===== config.mk =====
export PLATFORM = sky130hd
export DESIGN_NAME = ex_mul_div_unit
export DESIGN_NICKNAME = d
export VERILOG_FILES = /design/src/rtl/rv32m_pkg.sv /design/src/rtl/ex_mul_div_unit_div_step.sv /design/src/rtl/ex_mul_div_unit.sv
export SDC_FILE = /design/constraint.sdc
export NUM_CORES = 2
export LEC_CHECK = 0
export BUFFER_PORTS_ARGS = -buffer_cell sky130_fd_sc_hd__clkbuf_2
export CAP_MARGIN = 10
export CORE_AREA = 4 4 349 351
export DETAILED_ROUTE_END_ITERATION = 12
export DIE_AREA = 0 0 353 355
export PLACE_DENSITY = 0.64
export SETUP_SLACK_MARGIN = 0.02
export SYNTH_ARGS = -nofsm -noshare
export SYNTH_HDL_FRONTEND = slang
export SYNTH_SLANG_ARGS = --single-unit

===== constraint.sdc =====
create_clock -name CLK -period 11.7 [get_ports CLK]
set_clock_uncertainty 0.1 [all_clocks]
set_input_delay 2.34 -clock CLK [delete_from_list [all_inputs] [get_ports CLK]]
set_output_delay 2.34 -clock CLK [all_outputs]
set_load 0.01 [all_outputs]

===== src/rtl/rv32m_pkg.sv =====
// Shared definitions for the RV32M multiply/divide unit:
// funct3 op codes, FSM state encoding and special divide results.
package rv32m_pkg;

    localparam logic [2:0] OP_MUL    = 3'd0;
    localparam logic [2:0] OP_MULH   = 3'd1;
    localparam logic [2:0] OP_MULHSU = 3'd2;
    localparam logic [2:0] OP_MULHU  = 3'd3;
    localparam logic [2:0] OP_DIV    = 3'd4;
    localparam logic [2:0] OP_DIVU   = 3'd5;
    localparam logic [2:0] OP_REM    = 3'd6;
    localparam logic [2:0] OP_REMU   = 3'd7;

    typedef enum logic [1:0] {
        ST_IDLE = 2'd0,
        ST_MUL  = 2'd1,
        ST_DIV  = 2'd2,
        ST_DONE = 2'd3
    } state_t;

    localparam logic [31:0] DIV0_QUO     = 32'hFFFF_FFFF;
    localparam logic [31:0] OVF_DIVIDEND = 32'h8000_0000;
    localparam logic [31:0] OVF_DIVISOR  = 32'hFFFF_FFFF;
    localparam logic [31:0] OVF_QUO      = 32'h8000_0000;
    localparam logic [31:0] OVF_REM      = 32'h0000_0000;

    function automatic logic op_is_mul(input logic [2:0] op);
        return op inside {OP_MUL, OP_MULH, OP_MULHSU, OP_MULHU};
    endfunction

    function automatic logic op_is_div(input logic [2:0] op);
        return op inside {OP_DIV, OP_DIVU, OP_REM, OP_REMU};
    endfunction

    function automatic logic op_signed_div(input logic [2:0] op);
        return (op == OP_DIV) || (op == OP_REM);
    endfunction

    function automatic logic op_wants_quo(input logic [2:0] op);
        return (op == OP_DIV) || (op == OP_DIVU);
    endfunction

endpackage


===== src/rtl/ex_mul_div_unit_div_step.sv =====
// One restoring-division iteration: shift {rem, quo} left,
// trial-subtract the divisor and keep the difference if non-negative.
module div_restoring_step (
    input  logic [31:0] rem,
    input  logic [31:0] quo,
    input  logic [31:0] divisor,
    output logic [31:0] next_rem,
    output logic [31:0] next_quo
);

    logic [32:0] shifted;
    logic [32:0] trial;

    assign shifted = {rem, quo[31]};
    assign trial   = shifted - {1'b0, divisor};

    // rem < divisor keeps the shifted value below 2*divisor,
    // so bit 32 of the trial is a clean borrow flag.
    always_comb begin
        if (!trial[32]) begin
            next_rem = trial[31:0];
            next_quo = {quo[30:0], 1'b1};
        end else begin
            next_rem = shifted[31:0];
            next_quo = {quo[30:0], 1'b0};
        end
    end

endmodule


===== src/rtl/ex_mul_div_unit.sv =====
// Iterative RV32M multiply/divide unit in EX: one-cycle multiply,
// 32-cycle restoring divide, stalls the pipeline through BUSY.
module ex_mul_div_unit
    import rv32m_pkg::*;
(
    input  logic        CLK,
    input  logic        RESET,
    input  logic        START,
    input  logic [2:0]  OP,
    input  logic [31:0] OPERAND_A,
    input  logic [31:0] OPERAND_B,
    input  logic        HOLD,
    input  logic        KILL,
    output logic        BUSY,
    output logic        DONE,
    output logic [31:0] RESULT
);

    state_t      state;
    state_t      state_next;
    logic [2:0]  op_q;
    logic [31:0] a_q;
    logic [31:0] b_q;
    logic [31:0] rem_q;
    logic [31:0] quo_q;
    logic [5:0]  cnt;

    logic        start_mul;
    logic        start_div;
    logic        start_special;
    logic [31:0] a_start_mag;

    assign start_mul     = op_is_mul(OP);
    assign start_div     = op_is_div(OP);
    assign start_special = (OPERAND_B == 32'd0)
                         || (op_signed_div(OP)
                             && OPERAND_A == OVF_DIVIDEND
                             && OPERAND_B == OVF_DIVISOR);
    assign a_start_mag   = (op_signed_div(OP) && OPERAND_A[31])
                         ? -OPERAND_A : OPERAND_A;

    logic        a_neg;
    logic        b_neg;
    logic [31:0] divisor;
    logic [31:0] next_rem;
    logic [31:0] next_quo;
    logic [31:0] quo_fix;
    logic [31:0] rem_fix;

    assign a_neg   = op_signed_div(op_q) && a_q[31];
    assign b_neg   = op_signed_div(op_q) && b_q[31];
    assign divisor = b_neg ? -b_q : b_q;
    assign quo_fix = (a_neg ^ b_neg) ? -next_quo : next_quo;
    assign rem_fix = a_neg ? -next_rem : next_rem;

    div_restoring_step u_step (
        .rem      (rem_q),
        .quo      (quo_q),
        .divisor  (divisor),
        .next_rem (next_rem),
        .next_quo (next_quo)
    );

    // The low 64 bits of the 33x33 product are all RV32M ever reads.
    logic        a_sx;
    logic        b_sx;
    logic [63:0] a_ext;
    logic [63:0] b_ext;
    logic [63:0] prod;
    logic [31:0] mul_res;

    assign a_sx    = a_q[31] && (op_q == OP_MULH || op_q == OP_MULHSU);
    assign b_sx    = b_q[31] && (op_q == OP_MULH);
    assign a_ext   = {{32{a_sx}}, a_q};
    assign b_ext   = {{32{b_sx}}, b_q};
    assign prod    = a_ext * b_ext;
    assign mul_res = (op_q == OP_MUL) ? prod[31:0] : prod[63:32];

    always_comb begin
        state_next = state;
        unique case (state)
            ST_IDLE: begin
                if (START) begin
                    unique case (1'b1)
                        start_mul:
                            state_next = ST_MUL;
                        start_div && start_special:
                            state_next = ST_DONE;
                        start_div && !start_special:
                            state_next = ST_DIV;
                        default:
                            state_next = ST_IDLE;
                    endcase
                end
            end
            ST_MUL:  state_next = ST_DONE;
            ST_DIV:  if (cnt == 6'd31) state_next = ST_DONE;
            ST_DONE: if (!HOLD) state_next = ST_IDLE;
            default: state_next = ST_IDLE;
        endcase
        if (KILL) state_next = ST_IDLE;
    end

    always_ff @(posedge CLK) begin
        if (RESET) state <= ST_IDLE;
        else       state <= state_next;
    end

    always_ff @(posedge CLK) begin
        if (RESET) begin
            op_q   <= 3'd0;
            a_q    <= 32'd0;
            b_q    <= 32'd0;
            rem_q  <= 32'd0;
            quo_q  <= 32'd0;
            cnt    <= 6'd0;
            RESULT <= 32'd0;
        end else if (!KILL) begin
            unique case (state)
                ST_IDLE: begin
                    if (START) begin
                        op_q  <= OP;
                        a_q   <= OPERAND_A;
                        b_q   <= OPERAND_B;
                        cnt   <= 6'd0;
                        rem_q <= 32'd0;
                        quo_q <= a_start_mag;
                        if (start_div && OPERAND_B == 32'd0)
                            RESULT <= op_wants_quo(OP) ? DIV0_QUO : OPERAND_A;
                        else if (start_div && start_special)
                            RESULT <= op_wants_quo(OP) ? OVF_QUO : OVF_REM;
                    end
                end
                ST_MUL: RESULT <= mul_res;
                ST_DIV: begin
                    cnt   <= cnt + 6'd1;
                    rem_q <= next_rem;
                    quo_q <= next_quo;
                    if (cnt == 6'd31)
                        RESULT <= op_wants_quo(op_q) ? quo_fix : rem_fix;
                end
                ST_DONE: begin
                end
                default: begin
                end
            endcase
        end
    end

    assign BUSY = !RESET && !KILL
               && ((state == ST_IDLE && START)
                   || state == ST_MUL
                   || state == ST_DIV);
    assign DONE = !RESET && (state == ST_DONE);

endmodule


Word level (Yosys, flattened, before mapping)
Index checks and enable logic that the tools add are counted.
{"block": "totals", "ff_bits": 171, "in_bits": 72, "output_inout_bits": 34, "word_cells": 103}
{"block": "op_classes", "n_addsub": 6, "n_mul": 1, "eq_ne": 22, "mux": 26, "n_bitwise": 2, "reduce_logical": 38}
{"operator": "two-way mux 32 bit", "count": 15}
{"operator": "negation 32 bit", "count": 4}
{"operator": "one-hot mux 32 bit (2 select lines)", "count": 2}
{"operator": "one-hot mux 32 bit (3 select lines)", "count": 1}
{"operator": "== test 32 bit, second input constant", "count": 2}
{"operator": "multiplier 33 x 33 -> 64 bit", "count": 1}
{"operator": "subtractor 33 x 32 -> 33 bit", "count": 1}
{"operator": "zero test 32 bit", "count": 1}
{"operator": "== test 3 bit, second input constant", "count": 7}
{"operator": "logical AND 1 bit", "count": 14}
{"operator": "one-hot mux 6 bit (2 select lines)", "count": 1}
{"operator": "== test 3 x 2 -> 1 bit, second input constant", "count": 3}
{"operator": "AND reduction 3 bit", "count": 3}
{"operator": "logical OR 1 bit", "count": 8}
{"operator": "one-hot mux 2 bit (4 select lines)", "count": 1}
{"operator": "nonzero test 4 bit", "count": 2}
{"operator": "adder 6 x 1 -> 6 bit, second input constant", "count": 1}
{"operator": "== test 3 x 1 -> 1 bit, second input constant", "count": 2}
{"operator": "== test 6 x 5 -> 1 bit, second input constant", "count": 1}
{"operator": "zero test 3 bit", "count": 2}
{"operator": "two-way mux 2 bit", "count": 3}
{"operator": "two-way mux 6 bit", "count": 1}
{"operator": "!= test 2 bit, second input constant", "count": 3}
{"operator": "one-hot mux 2 bit (3 select lines)", "count": 1}
{"operator": "other kinds (12)", "count": 15}

Depth between registers and ports, before layout
{"block": "depth", "word_depth": 11, "mapped_depth": 34, "mapped_depth_nobuf": 31}

Modules after synthesis
From an unflattened synthesis, not the netlist that was laid out.
{"block": "unflattened", "cells_unflattened": 6099, "hier_area_um2": 51242.9}
{"module": "ex_mul_div_unit", "instances": 1, "cells_per_inst": 5763, "area_per_inst_um2": 48651.7, "seq_area_each_um2": 3423.3}
{"module": "div_restoring_step", "instances": 1, "cells_per_inst": 336, "area_per_inst_um2": 2591.2, "seq_area_each_um2": 0.0}

Worst setup path before layout
OpenSTA, ideal clock, no wires.
{"block": "synth_path", "kind": "register -> register", "from": "register op_q[1]", "to": "register RESULT[31]", "setup_time_ns": 0.091, "arrival_time_ns": 8.508, "required_time_ns": 11.509, "path_slack_ns": 3.001, "stages_incl_launch_ff": 33, "n_path_buf": 3, "period_less_slack_ns": 8.699, "cell_sequence": "dfxtp_1 > clkbuf_1 > xnor2_1 > nor3b_1 > clkbuf_1 > nand2_1 > fa_1 > fa_1 > inv_1 > fa_1 > inv_1 > fa_1 > inv_1 > fa_1 > fa_1 > fa_1 > inv_1 > fa_1 > inv_1 > ha_1 > clkbuf_1 > a21o_1 > a21o_1 > a21oi_1 > nor2_1 > nor2_1 > o31ai_1 > a21o_1 > a221o_1 > xnor2_1 > nor2_1 > nor2_1 > a311oi_1"}
{"block": "synth_via", "elab_chain_len": 11, "elab_cells_between_ends": 27, "cone_classes": "3 x add/sub; 1 x mul; 5 x eq/ne; 9 x mux; 1 x bitwise; 8 x reduce/logical"}
{"element": "start, declared", "line": "ex_mul_div_unit.sv:21", "rtl": "logic [2:0] op_q;"}
{"element": "start signal, assigned", "line": "ex_mul_div_unit.sv:111", "rtl": "op_q <= 3'd0;"}
{"element": "start signal, assigned", "line": "ex_mul_div_unit.sv:122", "rtl": "op_q <= OP;"}
{"element": "== test 3 bit (on tied branches)", "line": "rv32m_pkg.sv:36, rv32m_pkg.sv:40"}
{"element": "logical OR 1 bit", "line": "rv32m_pkg.sv:36", "rtl": "return (op == OP_DIV) || (op == OP_REM);"}
{"element": "logical AND 1 bit", "line": "ex_mul_div_unit.sv:51", "rtl": "assign b_neg = op_signed_div(op_q) && b_q[31];"}
{"element": "two-way mux 32 bit", "line": "ex_mul_div_unit.sv:52", "rtl": "assign divisor = b_neg ? -b_q : b_q;"}
{"element": "subtractor 33 x 32 -> 33 bit", "line": "ex_mul_div_unit_div_step.sv:15", "rtl": "assign trial = shifted - {1'b0, divisor};"}
{"element": "two-way mux 32 bit or two-way mux 1 bit (tied branches)", "line": "ex_mul_div_unit_div_step.sv:20", "rtl": "if (!trial[32]) begin"}
{"element": "negation 32 bit (on tied branches)", "line": "ex_mul_div_unit.sv:54, ex_mul_div_unit.sv:53"}
{"element": "two-way mux 32 bit (on tied branches)", "line": "ex_mul_div_unit.sv:54, ex_mul_div_unit.sv:53"}
{"element": "two-way mux 32 bit", "line": "ex_mul_div_unit.sv:140", "rtl": "RESULT <= op_wants_quo(op_q) ? quo_fix : rem_fix;"}
{"element": "two-way mux 32 bit", "line": "ex_mul_div_unit.sv:139", "rtl": "if (cnt == 6'd31)"}
{"element": "one-hot mux 32 bit (3 select lines) (*)", "line": "ex_mul_div_unit.sv:119", "rtl": "unique case (state)"}
{"element": "end signal, assigned", "line": "ex_mul_div_unit.sv:129", "rtl": "RESULT <= op_wants_quo(OP) ? DIV0_QUO : OPERAND_A;"}
{"element": "end signal, assigned", "line": "ex_mul_div_unit.sv:131", "rtl": "RESULT <= op_wants_quo(OP) ? OVF_QUO : OVF_REM;"}
{"element": "end signal, assigned", "line": "ex_mul_div_unit.sv:140"}
{"element": "end, declared", "line": "ex_mul_div_unit.sv:16", "rtl": "output logic [31:0] RESULT"}
Mark *: on every way between the ends. The rest lies on a longest branch, timed or not. The select of a mux whose other input is x is not followed.
A chain may end at the register's enable or synchronous reset.

Final worst setup path
{"block": "layout_path", "from": "register b_q[9]", "to": "register RESULT[29]"}
{"block": "layout_via", "elab_chain_len": 9, "elab_cells_between_ends": 14, "cone_classes": "4 x add/sub; 1 x mul; 9 x mux"}
{"element": "start, declared", "line": "ex_mul_div_unit.sv:23", "rtl": "logic [31:0] b_q;"}
{"element": "start signal, assigned", "line": "ex_mul_div_unit.sv:113", "rtl": "b_q <= 32'd0;"}
{"element": "start signal, assigned", "line": "ex_mul_div_unit.sv:124", "rtl": "b_q <= OPERAND_B;"}
{"element": "negation 32 bit", "line": "ex_mul_div_unit.sv:52"}
{"element": "two-way mux 32 bit", "line": "ex_mul_div_unit.sv:52"}
{"element": "subtractor 33 x 32 -> 33 bit", "line": "ex_mul_div_unit_div_step.sv:15"}
{"element": "two-way mux 32 bit or two-way mux 1 bit (tied branches)", "line": "ex_mul_div_unit_div_step.sv:20"}
{"element": "negation 32 bit (on tied branches)", "line": "ex_mul_div_unit.sv:54, ex_mul_div_unit.sv:53"}
{"element": "two-way mux 32 bit (on tied branches)", "line": "ex_mul_div_unit.sv:54, ex_mul_div_unit.sv:53"}
{"element": "two-way mux 32 bit", "line": "ex_mul_div_unit.sv:140"}
{"element": "two-way mux 32 bit", "line": "ex_mul_div_unit.sv:139"}
{"element": "one-hot mux 32 bit (3 select lines) (*)", "line": "ex_mul_div_unit.sv:119"}
Marked as above.

==> metrics.md <==
| Metric | Value |
|---|---|
| HPWL after DPL | `131 mm` |
| Core footprint | `about 0.12 mm2` |
| Top_reg_cell synth | `dfxtp_1` |
| P_int | `1.34 mW` |
| CP max stage cell | `dfxtp_1` |
| Max-cap violation count | `0` |
| Routed vias | `approximately 42000` |
| Post-layout util | `0.448` |
| Status | `finished clean` |
| Synthesized flop and latch total | `171` |
| Critical path class | `reg -> reg` |
| Post-synth EDFFs | `0` |
| Multi-input gate area | `0.0416 mm2` |
| Clock Latency Late Sink | `~490 ps` |
| IO Pins | `106` |
| Tmin final | `a little under 10000 ps` |
| CP startpoint | `b_q[9]` |
| Worst EP arrival | `about 10000 ps` |
| Most frequent cells in the layout | `inv_1 (1204), fa_1 (1126), nand2_1 (1123)` |
| Tot GR Track Use | `0.262` |
| Synth warn | `0` |
| Final wirelength | `163 mm` |
| Sequential power share | `0.259` |
| Design Area, Final | `between 0.05 and 0.06 mm2` |
| Sequential fraction of the synthesis area | `0.0673` |
| WHS | `344 ps` |
| Hold Path Sink | `RESULT[8]` |
| FF-to-FF Start | `b_q[9]` |
| Routed Antenna Nets | `0` |
| Top delay family on crit path | `adder cells` |
| Die area | `~0.13 mm2` |
| Hold path startpoint | `RESULT[8]` |
| Top cell by count, worst path | `fa_1` |
| Mapped Area | `0.0508 mm2` |
| First-pass GRT wire length | `254 mm` |
| Root buffer cell | `clkbuf_16` |
| Worst Path Required | `roughly 12000 ps` |
| Async S/R FF share, synth | `0` |
| F_max | `102 MHz` |
| Avg WL per Cell | `21.8 um` |
| Maximum buffer depth of the clock tree | `2` |
| FF+latch area | `0.00344 mm2` |
| Net Sw Frac | `0.485` |
| Fillers | `around 12000` |
| Post-synthesis cell type count | `90` |
| Placed Cells | `7462` |
| Area Growth Syn to Fin | `4.98%` |
| Switch Pwr | `between 1 and 1.5 mW` |
| DRC | `0` |
| Largest net degree at the start of global routing | `82` |
| Sink Count | `171` |
| Worst Hold Class | `reg -> reg` |
| CP Capture Type | `register` |
| Power Dens Cells | `48.6 mW/mm2` |
| Clock power frac | `0.250` |
| Gr ovfl total | `0` |
| Worst-path fanout max | `16` |
| Fin. Hold Viols | `0` |
| DRT iter0 DRCs | `~3700` |
| CTS tree | `done` |
| First drt pass iteration count | `6` |
| Comb pwr share | `0.492` |
| Share of cells above drive strength 1 | `0.0505` |
| Finished Layout Cells | `7499` |
| Vias in the first global route | `roughly 43000` |
| Vias/cell | `5.55` |
| TritonCTS buffer count | `17` |
| Final-report setup violation count | `0` |
| Worst reg2reg setup slack | `1880 ps` |
| Critical path launch point type | `register` |
| Max-slew violations | `0` |
| Hold Path Cell Cnt | `2` |
| Most common cell after layout, fill and taps aside | `inv_1` |
| Slew HR | `0.149` |
| Post-CTS Setup Bufs | `0` |
| Slowest stage delay, CP | `roughly 1100 ps` |
| Initial core utilization | `0.427` |
| Post-CTS Resized | `0` |
| Rows | `between 100 and 150` |
| Final TNS setup | `0 ps` |
| Reg clk slew, reported paths | `80 ps` |
| Peak VDD IR | `roughly 110 uV` |
| Overall power | `approximately 2.6 mW` |
| RSZ-0062 raised after global routing | `false` |
| Initial antenna violation count | `11` |
| Die height | `355 um` |
| Syn avg cell area | `8.38 um2` |
| Worst R2R End | `RESULT[29]` |
| Leak | `24.3 nW` |
| Worst-Margin Slew | `1280 ps` |
| Worst setup margin | `1880 ps` |
| Hold buffers post-CTS | `0` |
| DP Area | `0.0527 mm2` |
| I/O Buffers | `105` |
| H-tree Lvls | `4` |
| Synthesized Nets | `7519` |
| Worst reg2reg path depth | `27` |
| Post-Place Worst Slack | `2130 ps` |
| Nets | `~7400` |
| RePlAce Congestion | `1.01` |
| Die width | `around 350 um` |
| Final period util | `0.839` |
| Worst path bufs/invs | `6` |
| Synth Instances | `just over 6000` |
power by group through the flow:
stage	clock network, mW	registers [mW]	logic (mW)
finish	0.648	0.672	1.28
global route	0.670	0.675	1.38
CTS	0.647	0.670	1.25
detailed placement	0	0.684	1.24
global placement	0	0.683	1.24
floorplan	0	0.636	0.830
synthesized netlist by cell type (all sizes together) (51+ instances only):
| cell type | number | area share |
|---|---|---|
| xnor2 | 140 | 0.024 |
| nor2 | 219 | 0.016 |
| nand2 | 1124 | 0.083 |
| fa | 1126 | 0.44 |
| buf | 56 | 0.0048 |
| ha | 254 | 0.063 |
| a21oi | 294 | 0.029 |
| o21ai | 177 | 0.017 |
| xor2 | 72 | 0.012 |
| a21o | 51 | 0.0075 |
| dfxtp | 171 | 0.067 |
| clkbuf | 302 | 0.022 |
| inv | 1206 | 0.089 |
| and2 | 323 | 0.040 |
per-layer routing:
layer / vias up / share of wire / global-route usage
met4: 10 / 0.042 / 0.0920
met5: - / 0.00040 / 0
li1: 18122 / - / -
met3: 328 / 0.092 / 0.0571
met2: 1738 / 0.46 / 0.427
met1: 21407 / 0.40 / 0.347
state kept, by name (all words and copies together), names as in the netlist:
signal,count
RESULT,32
a_q,32
b_q,32
cnt,6
op_q,3
quo_q,32
rem_q,32
state,2
worst min-delay path: cells and delay by family, from the launching register on:
| kind | cells | cell delay, ps |
|---|---|---|
| DFF | 1 | 320 |
| and+or+nand+nor | 2 | 90 |
cells by family after synthesis:
family          Yosys count  share of synthesized area
xor+xnor                212                     0.0365
simple gates           1938                      0.172
compound gates          777                     0.0964
flops                   171                     0.0673
buf+inv                1564                      0.116
mux                      25                    0.00549
fa+ha+maj              1380                      0.506
final cells by class:
class / count / share of cell area
Clock buffer: 17 / 0.00797
Timing Repair Buffer: 205 / 0.0240
Inverter: 1206 / 0.0848
Multi-Input combinational cell: 4332 / 0.779
Clock inverter: 15 / 0.00366
Sequential cell: 171 / 0.0644
Antenna cell: 5 / 0.000234
Tap cell: 1548 / 0.0363
worst max-delay path by stage:
stage | cells after the start | to | slack (ps)
after floorplan | 32 | RESULT[31] | 3000
after global placement | 25 | RESULT[30] | 2160
after detailed placement | 29 | RESULT[27] | 2130
after CTS | 25 | RESULT[30] | 2090
after global routing | 32 | RESULT[31] | 1480
final | 27 | RESULT[29] | 1880
Power figures use the tool's default switching activity.
